[src/rtl/camera_pixel_assembler.sv]
// Camera pixel reconstruction: synchronises the parallel camera pins into clk_in,
// assembles 1-4 bytes per pixel and reports coordinates, line/frame pulses and errors.
module camera_pixel_assembler #(
    parameter int unsigned HCOUNT_WIDTH    = 11,
    parameter int unsigned VCOUNT_WIDTH    = 10,
    parameter int unsigned BYTES_PER_PIXEL = 2,
    parameter int unsigned HS_ACTIVE_HIGH  = 1,
    parameter int unsigned VS_ACTIVE_HIGH  = 1
) (
    input  logic                         clk_in,
    input  logic                         rst_n_in,
    input  logic                         camera_pclk_in,
    input  logic                         camera_hs_in,
    input  logic                         camera_vs_in,
    input  logic [7:0]                   camera_data_in,
    input  logic                         msb_first_in,
    input  logic                         err_clr_in,
    output logic                         pixel_valid_out,
    output logic [HCOUNT_WIDTH-1:0]      pixel_hcount_out,
    output logic [VCOUNT_WIDTH-1:0]      pixel_vcount_out,
    output logic [8*BYTES_PER_PIXEL-1:0] pixel_data_out,
    output logic                         line_done_out,
    output logic [HCOUNT_WIDTH-1:0]      line_width_out,
    output logic                         frame_done_out,
    output logic [15:0]                  frame_count_out,
    output logic [1:0]                   err_out
);

    localparam int unsigned PIX_W = 8 * BYTES_PER_PIXEL;
    localparam int unsigned IDX_W = (BYTES_PER_PIXEL > 1) ? $clog2(BYTES_PER_PIXEL) : 1;
    localparam logic [IDX_W-1:0] LAST_IDX = IDX_W'(BYTES_PER_PIXEL - 1);
    localparam logic HS_INV = (HS_ACTIVE_HIGH != 0) ? 1'b0 : 1'b1;
    localparam logic VS_INV = (VS_ACTIVE_HIGH != 0) ? 1'b0 : 1'b1;

    typedef enum logic [1:0] {SYNC, FRAME, LINE} state_t;

    logic       pclk_s1_q, pclk_s2_q, pclk_d_q;
    logic       hs_s1_q, hs_s2_q, vs_s1_q, vs_s2_q;
    logic [7:0] data_s1_q, data_s2_q;

    state_t                  state_q, state_d;
    logic [IDX_W-1:0]        byte_idx_q, byte_idx_d;
    logic                    msb_q, msb_d;
    logic                    in_frame_q, in_frame_d;
    logic [PIX_W-1:0]        asm_q, asm_d;
    logic [HCOUNT_WIDTH-1:0] pix_cnt_q, pix_cnt_d;
    logic [VCOUNT_WIDTH-1:0] line_cnt_q, line_cnt_d;
    logic                    pixel_valid_q, pixel_valid_d;
    logic [HCOUNT_WIDTH-1:0] hcount_q, hcount_d;
    logic [VCOUNT_WIDTH-1:0] vcount_q, vcount_d;
    logic [PIX_W-1:0]        pixel_data_q, pixel_data_d;
    logic                    line_done_q, line_done_d;
    logic [HCOUNT_WIDTH-1:0] width_q, width_d;
    logic                    frame_done_q, frame_done_d;
    logic [15:0]             frame_cnt_q, frame_cnt_d;
    logic [1:0]              err_q, err_d;

    logic             sample, hs_act, vs_act;
    logic             do_byte, line_end, line_inc, frame_end, cur_msb;
    logic [IDX_W-1:0] cur_idx, lane;
    logic [PIX_W-1:0] word;

    // Equal-depth synchronisers keep pclk, syncs and data aligned
    always_ff @(posedge clk_in or negedge rst_n_in) begin
        if (!rst_n_in) begin
            pclk_s1_q <= 1'b0;
            pclk_s2_q <= 1'b0;
            pclk_d_q  <= 1'b0;
            hs_s1_q   <= 1'b0;
            hs_s2_q   <= 1'b0;
            vs_s1_q   <= 1'b0;
            vs_s2_q   <= 1'b0;
            data_s1_q <= 8'h00;
            data_s2_q <= 8'h00;
        end else begin
            pclk_s1_q <= camera_pclk_in;
            pclk_s2_q <= pclk_s1_q;
            pclk_d_q  <= pclk_s2_q;
            hs_s1_q   <= camera_hs_in;
            hs_s2_q   <= hs_s1_q;
            vs_s1_q   <= camera_vs_in;
            vs_s2_q   <= vs_s1_q;
            data_s1_q <= camera_data_in;
            data_s2_q <= data_s1_q;
        end
    end

    assign sample = pclk_s2_q & ~pclk_d_q;
    assign hs_act = hs_s2_q ^ HS_INV;
    assign vs_act = vs_s2_q ^ VS_INV;

    always_comb begin
        state_d       = state_q;
        byte_idx_d    = byte_idx_q;
        msb_d         = msb_q;
        in_frame_d    = in_frame_q;
        asm_d         = asm_q;
        pix_cnt_d     = pix_cnt_q;
        line_cnt_d    = line_cnt_q;
        pixel_valid_d = 1'b0;
        hcount_d      = hcount_q;
        vcount_d      = vcount_q;
        pixel_data_d  = pixel_data_q;
        line_done_d   = 1'b0;
        width_d       = width_q;
        frame_done_d  = 1'b0;
        frame_cnt_d   = frame_cnt_q;
        err_d         = err_clr_in ? 2'b00 : err_q;
        do_byte       = 1'b0;
        line_end      = 1'b0;
        line_inc      = 1'b0;
        frame_end     = 1'b0;
        cur_idx       = byte_idx_q;
        cur_msb       = msb_q;
        lane          = '0;
        word          = asm_q;

        if (sample) begin
            case (state_q)
                SYNC: begin
                    if (!vs_act) state_d = FRAME;
                    in_frame_d = 1'b0;
                end
                FRAME: begin
                    // Frame end only after the frame was actually seen active
                    if (!vs_act) begin
                        frame_end = in_frame_q;
                    end else begin
                        in_frame_d = 1'b1;
                        if (hs_act) begin
                            state_d = LINE;
                            do_byte = 1'b1;
                            cur_idx = '0;
                        end
                    end
                end
                LINE: begin
                    if (!vs_act) begin
                        line_end  = 1'b1;
                        frame_end = 1'b1;
                    end else if (!hs_act) begin
                        line_end = 1'b1;
                        line_inc = 1'b1;
                        state_d  = FRAME;
                    end else begin
                        do_byte = 1'b1;
                    end
                end
                default: state_d = SYNC;
            endcase
        end

        if (do_byte) begin
            if (cur_idx == '0) cur_msb = msb_first_in;
            lane = cur_msb ? (LAST_IDX - cur_idx) : cur_idx;
            word[{lane, 3'b000} +: 8] = data_s2_q;
            asm_d = word;
            msb_d = cur_msb;
            if (cur_idx == LAST_IDX) begin
                pixel_valid_d = 1'b1;
                pixel_data_d  = word;
                hcount_d      = pix_cnt_q;
                vcount_d      = line_cnt_q;
                byte_idx_d    = '0;
                if (&pix_cnt_q) err_d[1] = 1'b1;
                else            pix_cnt_d = pix_cnt_q + HCOUNT_WIDTH'(1);
            end else begin
                byte_idx_d = cur_idx + IDX_W'(1);
            end
        end

        if (line_end) begin
            line_done_d = 1'b1;
            width_d     = pix_cnt_q;
            if (byte_idx_q != '0) err_d[0] = 1'b1;
            byte_idx_d  = '0;
            pix_cnt_d   = '0;
            state_d     = FRAME;
            if (line_inc && !(&line_cnt_q)) line_cnt_d = line_cnt_q + VCOUNT_WIDTH'(1);
        end

        if (frame_end) begin
            frame_done_d = 1'b1;
            frame_cnt_d  = frame_cnt_q + 16'd1;
            line_cnt_d   = '0;
            pix_cnt_d    = '0;
            in_frame_d   = 1'b0;
            state_d      = FRAME;
        end
    end

    always_ff @(posedge clk_in or negedge rst_n_in) begin
        if (!rst_n_in) begin
            state_q       <= SYNC;
            byte_idx_q    <= '0;
            msb_q         <= 1'b0;
            in_frame_q    <= 1'b0;
            asm_q         <= '0;
            pix_cnt_q     <= '0;
            line_cnt_q    <= '0;
            pixel_valid_q <= 1'b0;
            hcount_q      <= '0;
            vcount_q      <= '0;
            pixel_data_q  <= '0;
            line_done_q   <= 1'b0;
            width_q       <= '0;
            frame_done_q  <= 1'b0;
            frame_cnt_q   <= 16'd0;
            err_q         <= 2'b00;
        end else begin
            state_q       <= state_d;
            byte_idx_q    <= byte_idx_d;
            msb_q         <= msb_d;
            in_frame_q    <= in_frame_d;
            asm_q         <= asm_d;
            pix_cnt_q     <= pix_cnt_d;
            line_cnt_q    <= line_cnt_d;
            pixel_valid_q <= pixel_valid_d;
            hcount_q      <= hcount_d;
            vcount_q      <= vcount_d;
            pixel_data_q  <= pixel_data_d;
            line_done_q   <= line_done_d;
            width_q       <= width_d;
            frame_done_q  <= frame_done_d;
            frame_cnt_q   <= frame_cnt_d;
            err_q         <= err_d;
        end
    end

    assign pixel_valid_out  = pixel_valid_q;
    assign pixel_hcount_out = hcount_q;
    assign pixel_vcount_out = vcount_q;
    assign pixel_data_out   = pixel_data_q;
    assign line_done_out    = line_done_q;
    assign line_width_out   = width_q;
    assign frame_done_out   = frame_done_q;
    assign frame_count_out  = frame_cnt_q;
    assign err_out          = err_q;

endmodule

[config.mk]
export PLATFORM = sky130hd
export DESIGN_NAME = camera_pixel_assembler
export DESIGN_NICKNAME = d
export VERILOG_FILES = /design/src/rtl/camera_pixel_assembler.sv
export SDC_FILE = /design/constraint.sdc
export NUM_CORES = 1
export LEC_CHECK = 0
export ABC_CLOCK_PERIOD_IN_PS = 3310
export BUFFER_PORTS_ARGS = -buffer_cell sky130_fd_sc_hd__buf_2
export CORE_MARGIN = 1
export CORE_UTILIZATION = 56
export CTS_CLUSTER_DIAMETER = 150
export DETAILED_ROUTE_END_ITERATION = 6
export PLACE_DENSITY = 0.79
export SLEW_MARGIN = 20
export SYNTH_ARGS = -nofsm -noshare
export SYNTH_HDL_FRONTEND = slang
export SYNTH_SLANG_ARGS = --single-unit
[constraint.sdc]
create_clock -name clk_in -period 3.31 [get_ports clk_in]
set_clock_uncertainty 0.15 [all_clocks]
set_input_delay 0.4965 -clock clk_in [delete_from_list [all_inputs] [get_ports clk_in]]
set_output_delay 0.4965 -clock clk_in [all_outputs]
set_load 0.01 [all_outputs]
After elaboration in Yosys (flattened, before gate mapping)
Index checks and enable logic that the tools add are counted.
Operators by class
  $add $sub $neg: 6
  equal/unequal tests: 9
  shift operators: 2
  muxes and demuxes: 57
  bitwise operators: 2
  reduce and logical (&&, ||, !) cells: 19
Operator list (number)
  2-to-1 mux 11 bit: 5
  2-to-1 mux 1 bit: 36
  2-to-1 mux 10 bit: 3
  inequality test 4 bit, second input constant: 5
  2-to-1 mux 2 bit: 9
  adder 16 x 1 -> 16 bit, second input constant: 1
  bitwise mux 16 bit: 1
  variable shift 8 x 6 -> 16 bit, first input constant: 1
  indexed part select 8 x 6 -> 16 bit: 1
  nonzero test 3 bit: 4
  adder 11 x 1 -> 11 bit, second input constant: 1
  AND reduction 11 bit: 1
  adder 10 x 1 -> 10 bit, second input constant: 1
  AND reduction 10 bit: 1
  nonzero test 2 bit: 4
  inequality test 3 bit, second input constant: 2
  negator 4 -> 6 bit: 1
  case mux 2 bit (3 select lines): 1
  AND reduction 3 bit: 2
  AND reduction 6 bit: 1
  case mux 1 bit (2 select lines): 2
  AND reduction 2 bit: 2
  equality test 2 x 1 -> 1 bit, second input constant: 1
  equality test 2 bit, second input constant: 1
  8 further kinds: 8
Storage, ports and cells
  flip-flop bits (word level): 134
  input port bits: 15
  word-level logic and storage cells: 120

Longest topological paths before layout
Gate-level depths: netlist of run 1.
  depth in word-level cells: 10
  mapped depth: 10

Least setup slack after synthesis of run 1
No wires, ideal clock.
  kind: reg-to-reg
  from: reg state_q[0]
  to: reg line_cnt_q[7]
  setup time: 78 ps
  data arrival time: 2126 ps
  data required time: 3082 ps
  path slack: 956 ps
  stages on the path, launching flop included: 8
  path buffers: 1
  period minus slack after synthesis: 2354 ps
  cells stage by stage: dfrtp_1 inv_1 ha_1 nand2b_1 or4b_1 buf_2 or4_1 a21oi_1
Between the ends
  longest elaborated chain between the ends: 6
  elaborated cells between the ends (all ways): 13
RTL lines
  from (decl): line 41  | state_t state_q, state_d;
  from (signal assigned): line 211  | state_q <= state_d;
  equality test 2 bit: line 119  | case (state_q)
  2-to-1 mux 1 bit: line 119
  2-to-1 mux 1 bit: line 118  | if (sample) begin
  logical AND 1 bit: line 179  | if (line_inc && !(&line_cnt_q)) line_cnt_d = line_cnt_q + VCOUNT_WIDTH'(1);
  nonzero test 2 bit (no line)
  AND reduction 2 bit (no line)
  to (signal assigned): line 217  | line_cnt_q <= line_cnt_d;
  to (decl): line 47  | logic [VCOUNT_WIDTH-1:0] line_cnt_q, line_cnt_d;
Parallel ways exist; a longest one is shown, timed or not.
A chain may end at the register's enable or synchronous reset.

Final worst setup path of run 1
  from: reg state_q[1]
  to: reg line_cnt_q[8]
The elaborated chain is that of the path after synthesis.

==> results.cfg, run 1 <==
[cts]
cts_tree = yes
clock_path_buffers = 2
cts_resized = 0
postCtsSetupBuffers = 0
cts_max_level = 4
root_buffer = clkbuf_8
clkTransAtPathRegs_ns = 0.06
clkLatencyLatePin_ns = 0.53
cts_inserted_buffers = 17
cts_sinks = 134

[final_layout]
final_cell_mix = dfrtp_1 (134), nand2_1 (114), buf_2 (82)
fin_area_mm2 = 0.006822
final_common_cell = dfrtp_1
fin_util_pct = 70.11
drive_gt1_share_pct = 20.06
antenna_cells = 0
final_nets = 648
synthToLayoutAreaGrowth_pct = 21.83

[critical_path]
regToRegSetupSlack_ns = 0.59
cp_top_family = simple AND/OR/NAND/NOR gates
cp-end-kind = flop
cp-start-kind = flop
cp_cell_sequence = inv_1 > ha_1 > a21oi_1 > or2_1 > inv_2 > or4_1 > nand2_1
critPathKind = flop to flop
arrival_ns = 3.03
crit_slowest_cell = or2_1
cp.required_ns = 3.62
cp_max_fo = 15
ff2ff_path_depth = 7
rr_startpoint = state_q[1]
crit_buf_inv = 2
rr_endpoint = line_cnt_q[8]
cpPeakStageDelay_ns = 0.53

[die]
rows = 36
chipHeight_um = 102.0
die_w_um = 102.0
core_mm2 = 0.009729
fp.dieArea_mm2 = 0.01040
initial_utilization_pct = 57.55
num_io_pins = 84

[synthesis]
synth-main-ff-cell = dfrtp_1
synth_seq_cells = 134
synth_area_per_cell_um2 = 10.56
async_flop_share_pct = 100.0
yosys_warnings = 0
yosysSeqAreaShare_pct = 59.89
synth_area_mm2 = 0.005599
yosysTopAreaCell = dfrtp_1
synth_area_leaders = dfrtp_1 (60%), nand2_1 (7.6%), mux2_1 (3.4%), a21oi_1 (2.7%), a31oi_1 (1.9%)
synth_cells = 530
synth_edf_count = 0
ys_types = 54
synthesis.nets = 553
synth_top_area_share_pct = 59.89

[power_and_ir_drop]
p_int_mw = 3.265
combPwrFrac_pct = 18.9
power_switching_mw = 1.398
power_frac_seq_pct = 44.7
switching_share_pct = 29.99
clkPwrFrac_pct = 36.4
cellLeakagePower_nw = 3.436
vdd_drop_max_v = 0.0005697
power.total_mw = 4.663
power_density_mw_per_mm2 = 683.6

[detailed_routing]
routedWlPerCell_um = 15.71
routed_wirelength_um = 12120
firstDrtPassIters = 6
postRouteAntennaNets = 0
vias = 4408
drt-vias-per-instance = 5.717
drc_errors = 0
dr.first_iter.drc_count = 368

[timing]
fmax_mhz = 367.7
setup_ws_ns = 0.5907
tightest_slew_ns = 0.7792
period_share_pct = 82.15
setup_violations = 0
maxSlewViolCount = 0
rsz0062_at_grt = false
min_period_ns = 2.719
tns_ns = 0
hold_viol_final = 0
relSlewSlack_pct = 47.77

[global_routing]
grt_pass1_wl_um = 19870
grt_pass1_vias = 4239
antenna_found_initial = 0
grtUsageTotal_pct = 25.18
grt_max_degree = 74
grt-ovfl-total = 0

[hold_path]
min_from = msb_first_in
whs_endpoint = msb_q
min_path_cells = 2
hold_class = primary input to flop

[run]
maxCapViolCount = 0

[placement]
pre_cts_slack_ns = 0.6134
place_congestion = 0.8841
dp_hpwl_um = 7839
portBuffers = 83
place_area_mm2 = 0.006161

[outcome]
status = completed
## power by group through the flow
stage	Sequential (mW)	Clock [mW]	Combinational, mW
after floorplan	2.11	0	0.503
after global placement	2.09	0	0.824
after detailed placement	2.11	0	0.858
after CTS	2.08	1.72	0.877
after global routing	2.12	1.79	0.972
final	2.09	1.70	0.880
## area by class of cell
| type | instances | area [um2] |
|---|---|---|
| clock buffer | 20 | 435.4 |
| clock inverter | 12 | 105.1 |
| fill | 739 | 2908 |
| inverter | 12 | 45.04 |
| multi-input combinational | 358 | 2110 |
| sequential | 134 | 3353 |
| tap | 133 | 166.4 |
| timing repair buffer | 102 | 606.8 |
## what timing repair did
item,in CTS,in global routing
hold buffers,12,0
endpoints found under the setup margin,0,0
hold endpoints to repair,83,0
## flip-flops by register name (all words and copies together), names as in the netlist, 2 cells and up
name,cells
pix_cnt_q,11
state_q,2
data_s2_q,8
data_s1_q,8
line_cnt_q,10
pixel_data_out,16
err_out,2
asm_q,16
pixel_vcount_out,10
pixel_hcount_out,11
line_width_out,11
frame_count_out,16
## metal layers
metal / up-vias / track usage, % / routed length (um)
met4: 0 / 12.75 / 216
met2: 143 / 41.35 / 6124
met1: 2183 / 31.38 / 5205
li1: 2059 / - / -
met5: - / 0 / 0
met3: 23 / 5.882 / 568
## synth_stat cells, types with 3 or more instances
cell,number
mux2i_1,3
or4_1,9
o211ai_1,4
o21ai_0,12
nand4_1,9
and4_1,3
nand2_1,114
a31oi_1,17
nor3_1,6
inv_2,3
nand2b_1,3
inv_1,9
xnor2_1,9
nand3b_1,3
buf_2,4
and2_1,3
nor2_1,28
clkbuf_1,19
ha_1,8
nand3_1,15
buf_1,3
mux2_1,17
dfrtp_1,134
o31ai_1,10
a21oi_1,30
o21ai_1,11
nor2b_1,3
xor2_1,7
## metrics by stage
stage / instances / hold WS [ns]
global route: 771 / 0.1329
global placement: 727 / 0.1827
detailed placement: 727 / 0.1863
finish: 771 / 0.1314
CTS: 771 / 0.1101
floorplan: 530 / 0.05091
## cell families (layout without fill, tap and decap cells)
group                      after synthesis  after routing  share of synthesized area, %
and+or+nand+nor                        211            211                         17.54
buffers and inverters                   38            146                         2.637
adders and majority gates                8              8                         1.788
muxes                                   21             21                         4.156
AOI/OAI and AO/OA                      102            102                         11.49
DFF                                    134            134                         59.89
xor gates and xnor gates                16             16                         2.503
## worst max path at each step
stage,end,startpoint,cells after the start
3_5_place_dp,pix_cnt_q[4],state_q[1],7
6_report,line_cnt_q[8],state_q[1],7
5_1_grt,pix_cnt_q[4],state_q[1],7
3_3_place_gp,line_cnt_q[8],state_q[1],7
4_1_cts,pix_cnt_q[4],state_q[1],7
2_1_floorplan,line_cnt_q[7],state_q[0],7
(Power assumes the default switching activity.)
==> inputs of run 2 (changes only) <==
ABC_AREA = 1   (was unset)
ABC_CLOCK_PERIOD_IN_PS = 2380   (was 3310)
CORE_UTILIZATION = 52   (was 56)
PLACE_DENSITY = 0.76   (was 0.79)
clock period = 2.38 ns   (was 3.31 ns; I/O delays follow)
==> run 2 against run 1 <==
The flow now finishes with violations (DRC); highest routed layer unchanged; sequential power grew 38%; critical path depth grew 2; synthesized area up 11%; cell area rose by 9.8%; via count up 16%; critical endpoint is now frame_count_out[8]; synthesized cell count rose by 36%; core utilization fell by 5.1 points; largest power group unchanged; flip-flop and latch count is the same; die area rose by 19%; sequential share of layout area is 4.4 points lower; clock power is 69% higher; global-route usage shrank 0.97 points.
==> results.cfg, run 2 <==
[outcome]
status = finished with violations
violations = DRC

[critical_path]
cp-start-kind = flop
arrival_ns = 2.37
cp-end-kind = flop
cp.required_ns = 2.54
rr_startpoint = state_q[1]
cp_max_fo = 17
worstSetupStartpoint = state_q[1]
critPathKind = flop to flop

[detailed_routing]
drt-met1-wl_um = 5894
wl_met3_um = 701
routed_wirelength_um = 13640
postRouteAntennaNets = 0
firstDrtPassIters = 7
drt-vias-per-instance = 5.247
routed-wl-met2_um = 6807
vias = 5111
top_layer = met4
drc_errors = 12
routedWlPerCell_um = 14.00
dr.first_iter.drc_count = 396

[timing]
setup_ws_ns = 0.1688
period_share_pct = 92.91
min_period_ns = 2.211
tightest_slew_ns = 0.5104
rsz0062_at_grt = false
relSlewSlack_pct = 65.97
setup_violations = 0
hold_viol_final = 0
maxSlewViolCount = 0
fmax_mhz = 452.2
tns_ns = 0

[die]
core_mm2 = 0.01152
fp.dieArea_mm2 = 0.01236
rows = 39
chipHeight_um = 111.2
initial_utilization_pct = 53.80
num_io_pins = 84
die_w_um = 111.2

[global_routing]
grtUsageTotal_pct = 24.20
antenna_found_initial = 0
grt_max_degree = 56
grt_pass1_wl_um = 23560
grt_pass1_vias = 5132
grt-ovfl-total = 0

[cts]
cts_tree = yes
postCtsSetupBuffers = 0
clkLatencyLatePin_ns = 0.42
clock_path_buffers = 2
cts_max_level = 4
root_buffer = clkbuf_16
cts_sinks = 134
cts_inserted_buffers = 17
clkTransAtPathRegs_ns = 0.06

[final_layout]
synthToLayoutAreaGrowth_pct = 20.90
stdcell_count = 974
final_cell_mix = nand2_1 (230), dfrtp_1 (134), nand3_1 (96)
drive_gt1_share_pct = 19.61
final_nets = 841
final_common_cell = nand2_1
antenna_cells = 0

[synthesis]
synth-main-ff-cell = dfrtp_1
synth_common_cells = nand2_1 (230), dfrtp_1 (134), nand3_1 (96)
synth_edf_count = 0
synth_area_mm2 = 0.006196
synth.most_common_cell = nand2_1
yosysTopAreaCell = dfrtp_1
synth_top_area_share_pct = 54.12
synth_seq_cells = 134
synth_cells = 720
synthesis.nets = 743
synth_area_leaders = dfrtp_1 (54%), nand2_1 (14%), nand3_1 (7.8%), inv_1 (4.2%), nand2_4 (2.5%)
yosys_warnings = 0
ys_types = 33
yosysSeqAreaShare_pct = 54.12
async_flop_share_pct = 100.0
synth_area_per_cell_um2 = 8.605

[placement]
place_congestion = 0.8587
place_inst = 930
portBuffers = 83
pre_cts_slack_ns = 0.02464
dp_hpwl_um = 9225

[power_and_ir_drop]
power_density_mw_per_mm2 = 966.1
cellLeakagePower_nw = 3.919
vdd_drop_max_v = 0.0005415

[hold_path]
hold_class = primary input to flop
min_from = err_clr_in

[run]
maxCapViolCount = 0
run 2: per-layer routing:
metal / track usage (%) / up-vias
li1: - / 2478
met1: 29.95 / 2450
met2: 40.50 / 154
met3: 6.178 / 29
met4: 9.910 / 0
met5: 0 / -
run 2: layout make-up:
type / count / area (um2)
Clock inverter: 13 / 202.7
Multi-Input combinational cell: 486 / 2397
Fill cell: 977 / 4025
Clock buffer: 19 / 452.9
Timing Repair Buffer: 104 / 621.8
Inverter: 75 / 284.0
Sequential cell: 134 / 3353
Tap cell: 143 / 178.9
run 2: power by group:
group          switching [mW]  internal [mW]
combinational           0.947          0.518
clock                   0.973           1.91
sequential              0.249           2.64
run 2: repair_timing:
item | CTS | global route
hold buffers | 12 | 0
resized for setup | 1 | 1
endpoints found under the setup margin | 1 | 6
endpoints found under the hold margin | 46 | 0
gates cloned | 0 | 0
pin swaps | 0 | 0
run 2: cells by family after synthesis:
kind of cell,Yosys count,share of synthesized area (%)
xor gates and xnor gates,14,1.979
and+or+nand+nor,413,30.71
adders and majority gates,8,1.616
buffers and inverters,100,7.269
AOI/OAI and AO/OA,51,4.302
DFF,134,54.12
run 2: per-stage QoR:
| stage | cell area, um2 | util (%) | power [mW] | hold WS, ns |
|---|---|---|---|---|
| global route | 7491 | 65.05 | 7.626 | 0.05841 |
| finish | 7491 | 65.05 | 7.237 | 0.05507 |
| global placement | 6708 | 58.25 | 4.266 | 0.1267 |
| CTS | 7486 | 65.00 | 7.276 | 0.04212 |
| detailed placement | 6708 | 58.25 | 4.357 | 0.1313 |
| floorplan | 6196 | - | 3.931 | -0.08859 |
run 2: worst max-delay path, cell delays in order (launching register included):
cell,delay [ns]
dfrtp_1,0.41
inv_1,0.11
ha_1,0.24
inv_1,0.10
o21ai_1,0.20
nand3_2,0.10
inv_2,0.22
buf_4,0.28
nand3_1,0.12
xnor2_1,0.14
run 2: path summary, 6_finish.rpt:
kind	depth (start not counted)	slack, ns	to
worst max register to register	9	0.17	frame_count_out[8]
worst min register to register	0	0.20	data_s2_q[2]
worst max-delay path	9	0.17	frame_count_out[8]
min in group asynchronous	2	0.25	pixel_hcount_out[5]
worst min-delay path	4	0.06	err_out[1]
max in group asynchronous	3	1.18	frame_done_out
==> inputs of run 3 (changes only) <==
BUFFER_PORTS_ARGS = unset   (was -buffer_cell sky130_fd_sc_hd__buf_2)
CORE_UTILIZATION = 57   (was 52)
CTS_BUF_LIST = sky130_fd_sc_hd__clkbuf_16   (was unset)
DONT_BUFFER_PORTS = 1   (was unset)
PLACE_DENSITY = 0.75   (was 0.76)
==> run 3 against run 2 <==
The flow finishes with violations (hold timing); non-clock buffer count down 82; combinational power shrank 20%; sequential power grew 3%; critical path depth unchanged; register-to-register slack gained 0.07 ns; sequential share of layout area up 3.3 points; via count fell by 7.4%; die area decreased by 8.6%; cell count is 9.1% lower; critical endpoint is now pixel_data_out[3]; highest routed layer unchanged.
==> results.cfg, run 3 (synthesis gave the netlist of run 2 again) <==
[outcome]
status = finished with violations
violations = hold timing

[critical_path]
cp_max_fo = 17
cp-start-kind = flop
worstSetupStartpoint = state_q[1]
rr_startpoint = state_q[1]
arrival_ns = 2.29
cp-end-kind = flop
cpMostUsedCell = nand2_4
cpPeakStageDelay_ns = 0.42
critPathKind = flop to flop
cp_cell_sequence = inv_1 > ha_1 > nand3_2 > nand2_4 > nand2_4 > nand2_4 > nand2_1 > nand3_1 > nand2_1
cp.required_ns = 2.53
crit_slowest_cell = dfrtp_1

[timing]
setup_violations = 0
rsz0062_at_grt = false
maxSlewViolCount = 0
tightest_slew_ns = 0.5092
period_share_pct = 90.03
hold_viol_final = 134
whs_ns = -0.5151
fmax_mhz = 466.7
relSlewSlack_pct = 65.79
tns_ns = 0
setup_ws_ns = 0.2374
min_period_ns = 2.143

[final_layout]
n_fill_cell = 821
drive_gt1_share_pct = 10.41
final_common_cell = nand2_1
synthToLayoutAreaGrowth_pct = 12.70
final_cell_mix = nand2_1 (230), dfrtp_1 (134), nand3_1 (96)
multi_input_area_mm2 = 0.002392
stdcell_count = 885
final_nets = 759
antenna_cells = 0
seqCellArea_mm2 = 0.003353

[power_and_ir_drop]
combPwrFrac_pct = 17.4
vdd_drop_max_v = 0.0004606
clkPwrFrac_pct = 38.4
cellLeakagePower_nw = 3.472
power_frac_seq_pct = 44.2
power_switching_mw = 2.053
power_density_mw_per_mm2 = 965.1
switching_share_pct = 30.46
p_int_mw = 4.686
power.total_mw = 6.739

[detailed_routing]
postRouteAntennaNets = 0
drt-vias-per-instance = 5.346
routedWlPerCell_um = 14.38
firstDrtPassIters = 5
vias = 4731
routed_wirelength_um = 12730
dr.first_iter.drc_count = 252
drc_errors = 0

[cts]
root_buffer = clkbuf_16
cts_inserted_buffers = 17
clkTransAtPathRegs_ns = 0.06
clkLatencyLatePin_ns = 0.41
clock_path_buffers = 2
hold_buffers = 12
cts_tree = yes
cts_sinks = 134
cts_max_level = 4

[die]
fp.dieArea_mm2 = 0.01129
initial_utilization_pct = 59.48
num_io_pins = 84
chipHeight_um = 106.3
die_w_um = 106.3
core_mm2 = 0.01042
rows = 37

[global_routing]
grt_pass1_vias = 4605
grt-ovfl-total = 0
grt_max_degree = 135
grt_pass1_wl_um = 21630
grtUsageTotal_pct = 24.56
antenna_found_initial = 0

[run]
maxCapViolCount = 0

[placement]
pre_cts_slack_ns = 0.07512
place_inst = 841
place_congestion = 0.8890
portBuffers = 0
dp_hpwl_um = 8375

[hold_path]
hold_class = primary input to asynchronous set/reset pin
[run 3: cell count changes in the layout (fill, tap and decap cells not counted), sizes merged]
cell,delta
buf,-82
bufinv,-2
clkinvlp,+3
clkbuf,-2
clkinv,+1
[run 3: final timing paths]
path	to	slack, ns	depth (start not counted)
worst max-delay path	pixel_data_out[3]	0.24	9
worst min-delay path	line_width_out[5]	-0.52	0
worst max register to register	pixel_data_out[3]	0.24	9
worst min register to register	pclk_s2_q	0.20	0
max in group asynchronous	data_s1_q[0]	2.44	0
min in group clk_in	msb_q	0.13	2
[run 3: layer usage]
| metal | track usage (%) | share of wire, % | up-vias |
|---|---|---|---|
| li1 | - | - | 2320 |
| met2 | 40.63 | 49 | 146 |
| met1 | 30.92 | 43 | 2242 |
| met5 | 0 | 0 | - |
| met3 | 5.825 | 6.0 | 23 |
| met4 | 10.32 | 1.7 | 0 |
[run 3: power groups by stage]
stage | Sequential [mW] | Clock [mW] | Combinational, mW
after global placement | 3.00 | 0 | 1.09
after floorplan | 2.94 | 0 | 0.994
after detailed placement | 3.02 | 0 | 1.15
after CTS | 2.98 | 2.63 | 1.18
final | 2.98 | 2.58 | 1.17
after global routing | 3.02 | 2.72 | 1.35
[run 3: final cells by class]
| type | count | share of cell area, % |
|---|---|---|
| tap | 136 | 2.437 |
| clock inverter | 15 | 2.329 |
| clock buffer | 17 | 6.092 |
| timing repair buffer | 22 | 2.795 |
| inverter | 75 | 4.067 |
| sequential | 134 | 48.02 |
| multi-input combinational | 486 | 34.26 |
[run 3: repair_timing]
action                     in CTS  in global routing
gates resized for setup         0                  2
setup endpoints to repair       0                 38
buffers inserted                0                  0
hold endpoints to repair      147                134
[run 3: metrics by stage]
stage | util, % | area [um2]
after floorplan | - | 6196
after global placement | 60.22 | 6272
after detailed placement | 60.22 | 6272
after CTS | 67.02 | 6980
after global routing | 67.04 | 6983
final | 67.04 | 6983
[run 3: critical path: cells and delay by family (launching register included)]
kind                       cells  cell delay, ns
adders and majority gates      1            0.24
buffers and inverters          1            0.13
DFF                            1            0.42
and+or+nand+nor                7            1.08
